[config.mk]
export PLATFORM = sky130hd
export DESIGN_NAME = obj_ram_dma_copier
export DESIGN_NICKNAME = d
export VERILOG_FILES = /design/src/rtl/obj_ram_dma_copier_pkg.sv /design/src/rtl/obj_ram_dma_copier.sv
export SDC_FILE = /design/constraint.sdc
export NUM_CORES = 1
export LEC_CHECK = 0
export ABC_AREA = 1
export CAP_MARGIN = 20
export CORE_AREA = 2 2 68 70
export DETAILED_ROUTE_END_ITERATION = 10
export DIE_AREA = 0 0 70 72
export GPL_ROUTABILITY_DRIVEN = 1
export PLACE_DENSITY = 0.76
export SYNTH_ARGS = -nofsm -noshare
export SYNTH_HDL_FRONTEND = slang
export SYNTH_SLANG_ARGS = --single-unit
[constraint.sdc]
create_clock -name clk -period 1.5 [get_ports clk]
set_clock_uncertainty 0.1 [all_clocks]
set_input_delay 0.3 -clock clk [delete_from_list [all_inputs] [get_ports clk]]
set_output_delay 0.3 -clock clk [all_outputs]
set_load 0.01 [all_outputs]
[src/rtl/obj_ram_dma_copier_pkg.sv]
// Shared types for the object RAM copier: FSM state encoding.
package obj_ram_dma_copier_pkg;

    typedef enum logic [1:0] {
        ST_IDLE  = 2'd0,
        ST_READ  = 2'd1,
        ST_DRAIN = 2'd2,
        ST_DONE  = 2'd3
    } state_t;

endpackage

[src/rtl/obj_ram_dma_copier.sv]
// Copies LEN words from a 1-cycle-latency source SRAM into a destination SRAM,
// one word per cycle unless held, once per accepted start pulse.
module obj_ram_dma_copier
    import obj_ram_dma_copier_pkg::*;
#(
    parameter int DATA_WIDTH = 8,
    parameter int ADDR_WIDTH = 10,
    parameter int LEN        = 1024,
    parameter int SRC_BASE   = 0,
    parameter int DST_BASE   = 0
) (
    input  logic                  clk,
    input  logic                  reset,
    input  logic                  start,
    input  logic                  hold,
    output logic                  busy,
    output logic                  done,
    output logic [ADDR_WIDTH-1:0] src_addr,
    output logic                  src_cen,
    input  logic [DATA_WIDTH-1:0] src_q,
    output logic [ADDR_WIDTH-1:0] dst_addr,
    output logic [DATA_WIDTH-1:0] dst_data,
    output logic                  dst_cen,
    output logic                  dst_we,
    output logic [1:0]            dbg_state
);

    localparam int                  CW        = ADDR_WIDTH + 1;
    localparam logic [CW-1:0]       LAST      = CW'(LEN - 1);
    localparam logic [ADDR_WIDTH-1:0] SRC_START = ADDR_WIDTH'(SRC_BASE);
    localparam logic [ADDR_WIDTH-1:0] DST_START = ADDR_WIDTH'(DST_BASE);

    state_t          state;
    logic [CW-1:0]   count;
    logic            rd_issued;

    // Handshake: a read is issued in any READ cycle with hold low; its data is
    // on src_q the next cycle, where rd_issued turns it into a destination write.
    always_ff @(posedge clk) begin
        if (reset) begin
            state     <= ST_IDLE;
            busy      <= 1'b0;
            done      <= 1'b0;
            src_addr  <= SRC_START;
            dst_addr  <= DST_START;
            count     <= '0;
            rd_issued <= 1'b0;
        end else begin
            done      <= 1'b0;
            rd_issued <= 1'b0;
            if (rd_issued) begin
                dst_addr <= dst_addr + 1'b1;
            end
            case (state)
                ST_IDLE: begin
                    if (start) begin
                        state    <= ST_READ;
                        busy     <= 1'b1;
                        count    <= '0;
                        src_addr <= SRC_START;
                        dst_addr <= DST_START;
                    end
                end
                ST_READ: begin
                    if (!hold) begin
                        rd_issued <= 1'b1;
                        src_addr  <= src_addr + 1'b1;
                        count     <= count + 1'b1;
                        if (count == LAST) begin
                            state <= ST_DRAIN;
                        end
                    end
                end
                ST_DRAIN: begin
                    // The final write lands on this edge, so DONE follows directly.
                    state <= ST_DONE;
                    done  <= 1'b1;
                end
                default: begin
                    state <= ST_IDLE;
                    busy  <= 1'b0;
                end
            endcase
        end
    end

    assign src_cen   = (state == ST_READ) && !hold;
    assign dst_we    = rd_issued;
    assign dst_cen   = rd_issued;
    assign dst_data  = src_q;
    assign dbg_state = state;

endmodule

== Word-level counts from Yosys, hierarchy flattened ==
Index checks and enable logic that the tools add are counted.

* Flip-flop bits (word level): 36
* Word-level logic and storage cells: 44
* Output and inout port bits: 35

* Mux-type cells: 17
* Add/subtract/negate cells: 3
* Reductions and logical operators: 9
* Equal/unequal tests: 6
* Bitwise logic cells: 2

{| class="wikitable"
|+ Operator list
! cell !! number
|-
| $mux 10 || 5
|-
| $mux 11 || 2
|-
| $pmux 11 s2 || 1
|-
| $add 10x1->10 const B || 2
|-
| $pmux 10 s2 || 1
|-
| $add 11x1->11 const B || 1
|-
| $eq 11x10->1 const B || 1
|-
| $mux 2 || 3
|-
| $ne 2x2->1 const B || 3
|-
| $pmux 2 s3 || 1
|-
| $reduce_and 3->1 || 2
|-
| $reduce_or 2->1 || 2
|-
| $mux 1 || 3
|-
| $eq 2x1->1 const B || 1
|-
| $eq 2x2->1 const B || 1
|-
| $logic_not 2->1 || 1
|-
| $not 1->1 || 2
|-
| $pmux 1 s2 || 1
|-
| $reduce_and 2->1 || 1
|-
| $reduce_bool 2->1 || 1
|-
| $logic_and 1x1->1 || 1
|-
| $logic_not 1->1 || 1
|}

== Longest topological paths before layout ==
Gate-level depths: netlist (run 1).

* Depth after elaboration: 4
* Gate-level depth with buffers: 12
* Mapped depth without buffers: 11

== Worst setup path before layout (run 1) ==
No wires, ideal clock.

* Kind: register -> register
* From: register state[1] (netlist: dbg_state[1])
* To: register src_addr[2]
* Arrival: 1,397 ps
* Slack: -115 ps
* Stages on the path, launching flop included: 11
* Path through: dfxtp_1 inv_1 ha_1 buf_6 inv_2 nand2_1 nand2_2 nand2_2 buf_6 nor3_1 nor2_1

* Cells in the longest elaborated chain, start to end: 3
* Elaborated cells between the ends (all ways): 7

{| class="wikitable"
|+ RTL lines
! item !! line !! source
|-
| start, declared || obj_ram_dma_copier.sv:33 || <nowiki>state_t state;</nowiki>
|-
| start signal, assigned || obj_ram_dma_copier.sv:41 || <nowiki>state <= ST_IDLE;</nowiki>
|-
| start signal, assigned || obj_ram_dma_copier.sv:57 || <nowiki>state <= ST_READ;</nowiki>
|-
| start signal, assigned || obj_ram_dma_copier.sv:70 || <nowiki>state <= ST_DRAIN;</nowiki>
|-
| $eq 2x1->1 or $logic_not 2->1 (tied branches) || obj_ram_dma_copier.sv:54 || <nowiki>case (state)</nowiki>
|-
| $ne 2x2->1 (no source line) or $reduce_bool 2->1 (tied branches) || -- ||
|-
| $reduce_and 3->1 (no source line) || -- ||
|-
| end signal, assigned || obj_ram_dma_copier.sv:67 || <nowiki>src_addr <= src_addr + 1'b1;</nowiki>
|-
| end, declared || obj_ram_dma_copier.sv:18 || <nowiki>output logic [ADDR_WIDTH-1:0] src_addr,</nowiki>
|}

Parallel ways exist; a longest one is shown, timed or not.
A chain may end at the register's enable or synchronous reset.

== Worst setup path after layout (run 1) ==
* From: register state[1] (netlist: dbg_state[1])
* To: register count[8]

* Cells in the longest elaborated chain, start to end: 3
* Elaborated cells between the ends (all ways): 7

{| class="wikitable"
|+ RTL lines
! item !! line !! source
|-
| $eq 2x1->1 or $logic_not 2->1 (tied branches) || obj_ram_dma_copier.sv:54 ||
|-
| $ne 2x2->1 (no source line) or $reduce_bool 2->1 (tied branches) || -- ||
|-
| $reduce_and 3->1 (no source line) || -- ||
|-
| end signal, assigned || obj_ram_dma_copier.sv:68 || <nowiki>count <= count + 1'b1;</nowiki>
|-
| end, declared || obj_ram_dma_copier.sv:34 || <nowiki>logic [CW-1:0] count;</nowiki>
|}

Parallel ways exist; a longest one is shown, timed or not.

==> results.json, run 1 <==
{
  "synth_top_cells_by_count": "nand2_1 (52), nor2_1 (39), dfxtp_1 (36), inv_1 (35), a21oi_1 (22)",
  "worst_slack_ns": -0.0825,
  "tightest_slew_ns": 0.349,
  "ys_ff_latch": 36,
  "fin_crit_sh_pct": 106,
  "fp.dieArea_mm2": 0.00504,
  "tritoncts": "done",
  "synth.most_common_cell": "nand2_1",
  "violations": "negative setup slack",
  "leakage_nw": 1.17,
  "min_path_type": "flip-flop to flip-flop",
  "postSynth.asyncResetShare_pct": 0,
  "place_hpwl_um": 2930,
  "synth-xor-area-share_pct": 0.971,
  "synth-edff-count": 0,
  "synth_top_family_by_area": "simple AND/OR/NAND/NOR gates",
  "hold_viol": 0,
  "drv_cap": 0,
  "postCtsHoldBufs": 0,
  "outcome": "finished with violations",
  "slowest_delay_ns": 0.36,
  "drt_first_pass_iters": 5,
  "cp_cell_sequence": "inv_4, buf_4, ha_4, buf_4, a31oi_4, buf_6, nand2_1, a21oi_2",
  "grt_use_total_pct": 17.6,
  "nNetsFinal": 332,
  "setup_viol": 16,
  "drv_slew": 0,
  "synth_cells": 259,
  "clock-sinks": 36,
  "antenna_found_initial": 0,
  "yosys.area_share.adder_pct": 4.16,
  "slowest_stage": "dfxtp_4",
  "cts_inserted_buffers": 5,
  "synth.mux.area_fraction_pct": 0,
  "place_area_mm2": 0.00230,
  "hold_slack_ns": 0.372,
  "synth_top_area_share_pct": 39.9,
  "row_count": 24,
  "wl_um": 4580,
  "drive_gt1_share_pct": 28.6,
  "rsz0062_at_grt": "yes",
  "place_ws_ns": -0.318,
  "power_density_mw_per_mm2": 1360,
  "ant_nets": 0,
  "synthDominantAreaCellType": "dfxtp_1",
  "die_y_um": 72,
  "root_buffer": "clkbuf_8",
  "critPathRequiredTime_ns": 1.62,
  "yosys.cell_types.count": 27,
  "area_growth_pct": 48.8,
  "fin_crit_ns": 1.58,
  "syn_nets": 277,
  "ir_worst_vdd_mv": 0.917,
  "crit_path_frequent_cell": "buf_4",
  "critPathKind": "flip-flop to flip-flop",
  "cp-end-kind": "flip-flop",
  "globalRoute.totalOverflow": 0,
  "synth-warning-count": 0,
  "io_buffers": 30,
  "wl_per_cell_um": 12.5,
  "grt_pass1_vias": 1640,
  "grt_first_pass_wirelength_um": 7110,
  "seq_area_frac_synth_pct": 39.9,
  "crit_path_max_fanout": 5,
  "diodes": 0,
  "path_clk_slew_ns": 0.07,
  "core_mm2": 0.00426,
  "fmax_ghz": 0.632,
  "drtIter0Drc": 92,
  "cp.arrival_ns": 1.70,
  "synth-compound-area-share_pct": 12.9,
  "insertion_delay_ns": 0.29,
  "ios": 47,
  "initial_core_util_pct": 42.3,
  "cts_buffer_depth": 2,
  "num_vias": 1792,
  "relSlewSlack_pct": 76.7,
  "fin_area_mm2": 0.00269,
  "ys.flop_type": "dfxtp_1",
  "synth.top_cells.by_area": "dfxtp_1 (40%), nand2_1 (11%), nor2_1 (8.1%), inv_1 (7.3%), a21oi_1 (6.1%)",
  "drc": 0,
  "grt_max_degree": 13,
  "worstSetupStartpointType": "flip-flop",
  "die_width_um": 70,
  "routed_via_density": 4.88,
  "gp_congestion": 0.865,
  "syn_area_per_cell_um2": 6.97,
  "htree_levels": 2,
  "yosys.area_share.simple_pct": 28.8,
  "synth_area_mm2": 0.00180
}
-- final timing paths --
path	start	to	slack, ns	depth (start not counted)
worst max register to register	dbg_state[1]	count[8]	-0.08	8
worst min register to register	busy	busy	0.37	2
worst max-delay path	dbg_state[1]	count[8]	-0.08	8
worst min-delay path	busy	busy	0.37	2
-- state kept, by name (all words and copies together), names as in the netlist --
register / flops
src_addr: 10
dst_addr: 10
dst_cen: 1
dbg_state: 2
busy: 1
count: 11
done: 1
-- worst max-delay path: cells and delay by family (launching register included) --
family                   cells  cell delay (ns)
flip-flops                   1             0.36
AO/OA/AOI/OAI                2             0.33
buffers and inverters        4             0.47
AND/OR/NAND/NOR              1             0.07
adder cells (fa/ha/maj)      1             0.18
-- timing repair --
action,4_1_cts,5_1_grt
resized for setup,73,35
buffers inserted,7,1
setup endpoints to repair,48,31
pin swaps,8,15
-- final cells by class --
| class | instances | area (um^2) |
|---|---|---|
| clock buffer | 6 | 93.8 |
| clock inverter | 2 | 12.5 |
| fill | 354 | 1580 |
| inverter | 37 | 151 |
| multi-input combinational | 173 | 1070 |
| sequential | 36 | 734 |
| tap | 52 | 65.1 |
| timing repair buffer | 61 | 553 |
-- power by group --
part | switching, mW | total [mW] | internal, mW
sequential | 0.0588 | 1.09 | 1.03
clock | 0.355 | 0.780 | 0.424
combinational | 0.947 | 1.79 | 0.838
total | 1.36 | 3.66 | 2.30
-- placed cells by master, fill, tap and decap left out, types with 6 or more instances in the layout --
cell type      synthesis  final
nand2_1               52     44
nor2_1                39     36
inv_1                 35     33
dfxtp_1               36     27
dlygate4sd2_1          0     26
buf_4                  9     18
a21oi_1               22     14
nand3_1               14     13
buf_6                  2     12
dfxtp_2                0      8
nand4_1                7      7
o21ai_1                1      6
-- stage by stage --
step                      util, %  setup TNS [ns]  cells  total power [mW]
after floorplan                 -       -0.000112    259              1.80
after global placement       53.9           -5.42    351              2.20
after detailed placement     53.9           -6.82    351              2.23
after CTS                    59.9         -0.0508    366              3.39
after global routing         63.0           -1.94    367              3.87
final                        63.0          -0.765    367              3.66
-- per-layer routing --
layer	GRT usage (%)	vias up	routed length [um]
met5	0	-	0
met4	7.26	0	108
met3	5.42	14	178
met2	29.6	35	2330
met1	20.9	814	1960
li1	-	929	-
-- logic make-up (layout without fill, tap and decap cells) --
kind of cell,after synthesis,count (layout)
DFF,36,36
buffers and inverters,50,106
and+or+nand+nor,123,123
xor gates and xnor gates,2,2
adders and majority gates,6,6
AOI/OAI and AO/OA,42,42
(Power assumes the default switching activity.)
==> run 2, diff against run 1 <==
--- a/config.mk
+++ b/config.mk
@@ -7,9 +7,9 @@
 export LEC_CHECK = 0
 export ABC_AREA = 1
 export CAP_MARGIN = 20
-export CORE_AREA = 2 2 68 70
+export CORE_AREA = 2 2 61 78
 export DETAILED_ROUTE_END_ITERATION = 10
-export DIE_AREA = 0 0 70 72
+export DIE_AREA = 0 0 63 80
 export GPL_ROUTABILITY_DRIVEN = 1
 export PLACE_DENSITY = 0.76
 export SYNTH_ARGS = -nofsm -noshare
==> constraint.sdc (replaced) <==
create_clock -name clk -period 1.5 [get_ports clk]
set_clock_uncertainty 0.1 [all_clocks]
set_input_delay 0.225 -clock clk [delete_from_list [all_inputs] [get_ports clk]]
set_output_delay 0.225 -clock clk [all_outputs]
set_load 0.01 [all_outputs]
==> results.json, run 2 (synthesized netlist as in run 1, its figures left out) <==
{
  "regMostFlops": "count",
  "slowest_delay_ns": 0.36,
  "grt_max_degree": 12,
  "num_vias": 1741,
  "largest_register_ffs": 11,
  "leakage_nw": 1.14,
  "cp_cell_sequence": "inv_4, ha_4, inv_4, nand2_4, nand2_8, nand4_1, o21bai_1, nand2_1, nor2_1",
  "drv_cap": 0,
  "critPathRequiredTime_ns": 1.63,
  "path_clk_slew_ns": 0.07,
  "root_buffer": "clkbuf_8",
  "drt_first_pass_iters": 4,
  "grt_first_pass_wirelength_um": 6560,
  "area_growth_pct": 38.1,
  "htree_levels": 2,
  "reg_top3": "count x11, dst_addr x10, src_addr x10",
  "drive_gt1_share_pct": 19.9,
  "cp-end-kind": "flip-flop",
  "mostFrequentLayoutCells": "nand2_1 (50), nor2_1 (37), inv_1 (31), dfxtp_1 (31)",
  "drc": 0,
  "tightest_slew_ns": 0.270,
  "slowest_stage": "dfxtp_4",
  "initial_core_util_pct": 42.1,
  "diodes": 0,
  "cts_buffer_depth": 2,
  "wl_met3_um": 143,
  "gp_congestion": 0.839,
  "core_mm2": 0.00429,
  "fmax_ghz": 0.671,
  "wl_met1_um": 1660,
  "reg2regPathDepth": 9,
  "insertion_delay_ns": 0.29,
  "relSlewSlack_pct": 81.9,
  "ir_worst_vdd_mv": 0.987,
  "fp.dieArea_mm2": 0.00504,
  "antenna_found_initial": 0,
  "fin_util_pct": 58.1,
  "crit_path_max_fanout": 4,
  "wl_um": 3980,
  "rrSetupSlack_ns": 0.01,
  "clock-sinks": 36,
  "io_buffers": 30,
  "fin_crit_ns": 1.49,
  "min_path_type": "primary input to output pin",
  "startpoint": "dbg_state[1]",
  "drv_slew": 0,
  "row_count": 27,
  "hold_slack_ns": 0.350,
  "globalRoute.totalOverflow": 0,
  "cts_inserted_buffers": 5,
  "die_width_um": 63,
  "die_y_um": 80,
  "fillers": 405,
  "cp.arrival_ns": 1.62,
  "crit_path_frequent_cell": "inv_4",
  "worstSetupStartpointType": "flip-flop",
  "ios": 47,
  "wl_met2_um": 2090,
  "fin_area_mm2": 0.00249,
  "routed_via_density": 4.77,
  "setup_viol": 0,
  "routed.top_layer": "met4",
  "outcome": "complete, no violations",
  "grt_pass1_vias": 1606,
  "tritoncts": "done",
  "worst_slack_ns": 0.0102,
  "r2r-end": "count[9]",
  "place_hpwl_um": 2910,
  "timing.rr.start": "dbg_state[1]",
  "layout_commonest_cell": "nand2_1",
  "critPathKind": "flip-flop to flip-flop",
  "place_area_mm2": 0.00228,
  "hold_viol": 0,
  "nNetsFinal": 324,
  "wl_per_cell_um": 10.9,
  "drtIter0Drc": 59,
  "rsz0062_at_grt": "yes",
  "place_ws_ns": -0.239,
  "ant_nets": 0,
  "power_density_mw_per_mm2": 1330,
  "grt_use_total_pct": 16.6,
  "fin_crit_sh_pct": 99.3,
  "endpoint": "count[9]"
}
## run 2: cell count changes in the layout (fill, tap and decap cells not counted), sizes merged
cell	previous run	this run
buf	32	24
bufinv	0	1
clkinvlp	1	0
dlygate4sd2	26	22
dlymetal6s2s	0	4
## run 2: worst min path at each step
stage / start / endpoint / cells after the start / slack (ns)
2_1_floorplan: start / busy / 2 / 0.27
3_3_place_gp: src_q[1] / dst_data[1] / 0 / 0.35
3_5_place_dp: src_q[1] / dst_data[1] / 0 / 0.35
4_1_cts: src_q[1] / dst_data[1] / 0 / 0.35
5_1_grt: src_q[0] / dst_data[0] / 0 / 0.35
6_report: src_q[0] / dst_data[0] / 0 / 0.35
## run 2: where the power goes
group          total, mW  internal (mW)  switching (mW)
Sequential          1.10           1.04          0.0628
Clock              0.835          0.493           0.342
Combinational       1.37          0.644           0.727
## run 2: routing by layer
| metal | GRT usage [%] | vias up |
|---|---|---|
| li1 | - | 918 |
| met1 | 16.3 | 785 |
| met2 | 31.6 | 31 |
| met3 | 4.37 | 7 |
| met4 | 8.67 | 0 |
| met5 | 0 | - |
## run 2: through the flow
stage	instances	setup TNS, ns	power [mW]
global route	365	-0.399	3.50
CTS	362	-0.426	3.05
global placement	354	-2.55	2.21
floorplan	259	-0.000112	1.80
detailed placement	354	-3.20	2.23
finish	365	0	3.30
## run 2: cell type report
class                   instances  area [um^2]  share of cell area (%)
multi-input cells             173          965                    38.7
inverters                      37          154                    6.18
clock inverters                 2         35.0                    1.41
clock buffers                   6         72.6                    2.91
repair buffers                 53          460                    18.5
flip-flops and latches         36          732                    29.4
well taps                      58         72.6                    2.91
## run 2: worst max-delay path, delay by kind of cell, from the launching register on
family / cells / cell delay [ns]
AND/OR/NAND/NOR: 5 / 0.51
flip-flops: 1 / 0.36
AO/OA/AOI/OAI: 1 / 0.19
adder cells (fa/ha/maj): 1 / 0.17
buffers and inverters: 2 / 0.10
## run 2: timing repair
| action | 4_1_cts | 5_1_grt |
|---|---|---|
| hold endpoints to repair | 0 | 0 |
| hold buffers | 0 | 0 |
| endpoints found under the setup margin | 43 | 30 |
| setup buffers | 0 | 3 |
| pin swaps | 1 | 11 |
| gates cloned | 0 | 0 |
| resized for setup | 31 | 28 |
==> run 3, diff against run 2 <==
--- a/config.mk
+++ b/config.mk
@@ -6,7 +6,6 @@
 export NUM_CORES = 1
 export LEC_CHECK = 0
 export ABC_AREA = 1
-export CAP_MARGIN = 20
 export CORE_AREA = 2 2 61 78
 export DETAILED_ROUTE_END_ITERATION = 10
 export DIE_AREA = 0 0 63 80
==> results of run 3 <==
No change in the layout: final DEF, timing and power equal those of run 2.
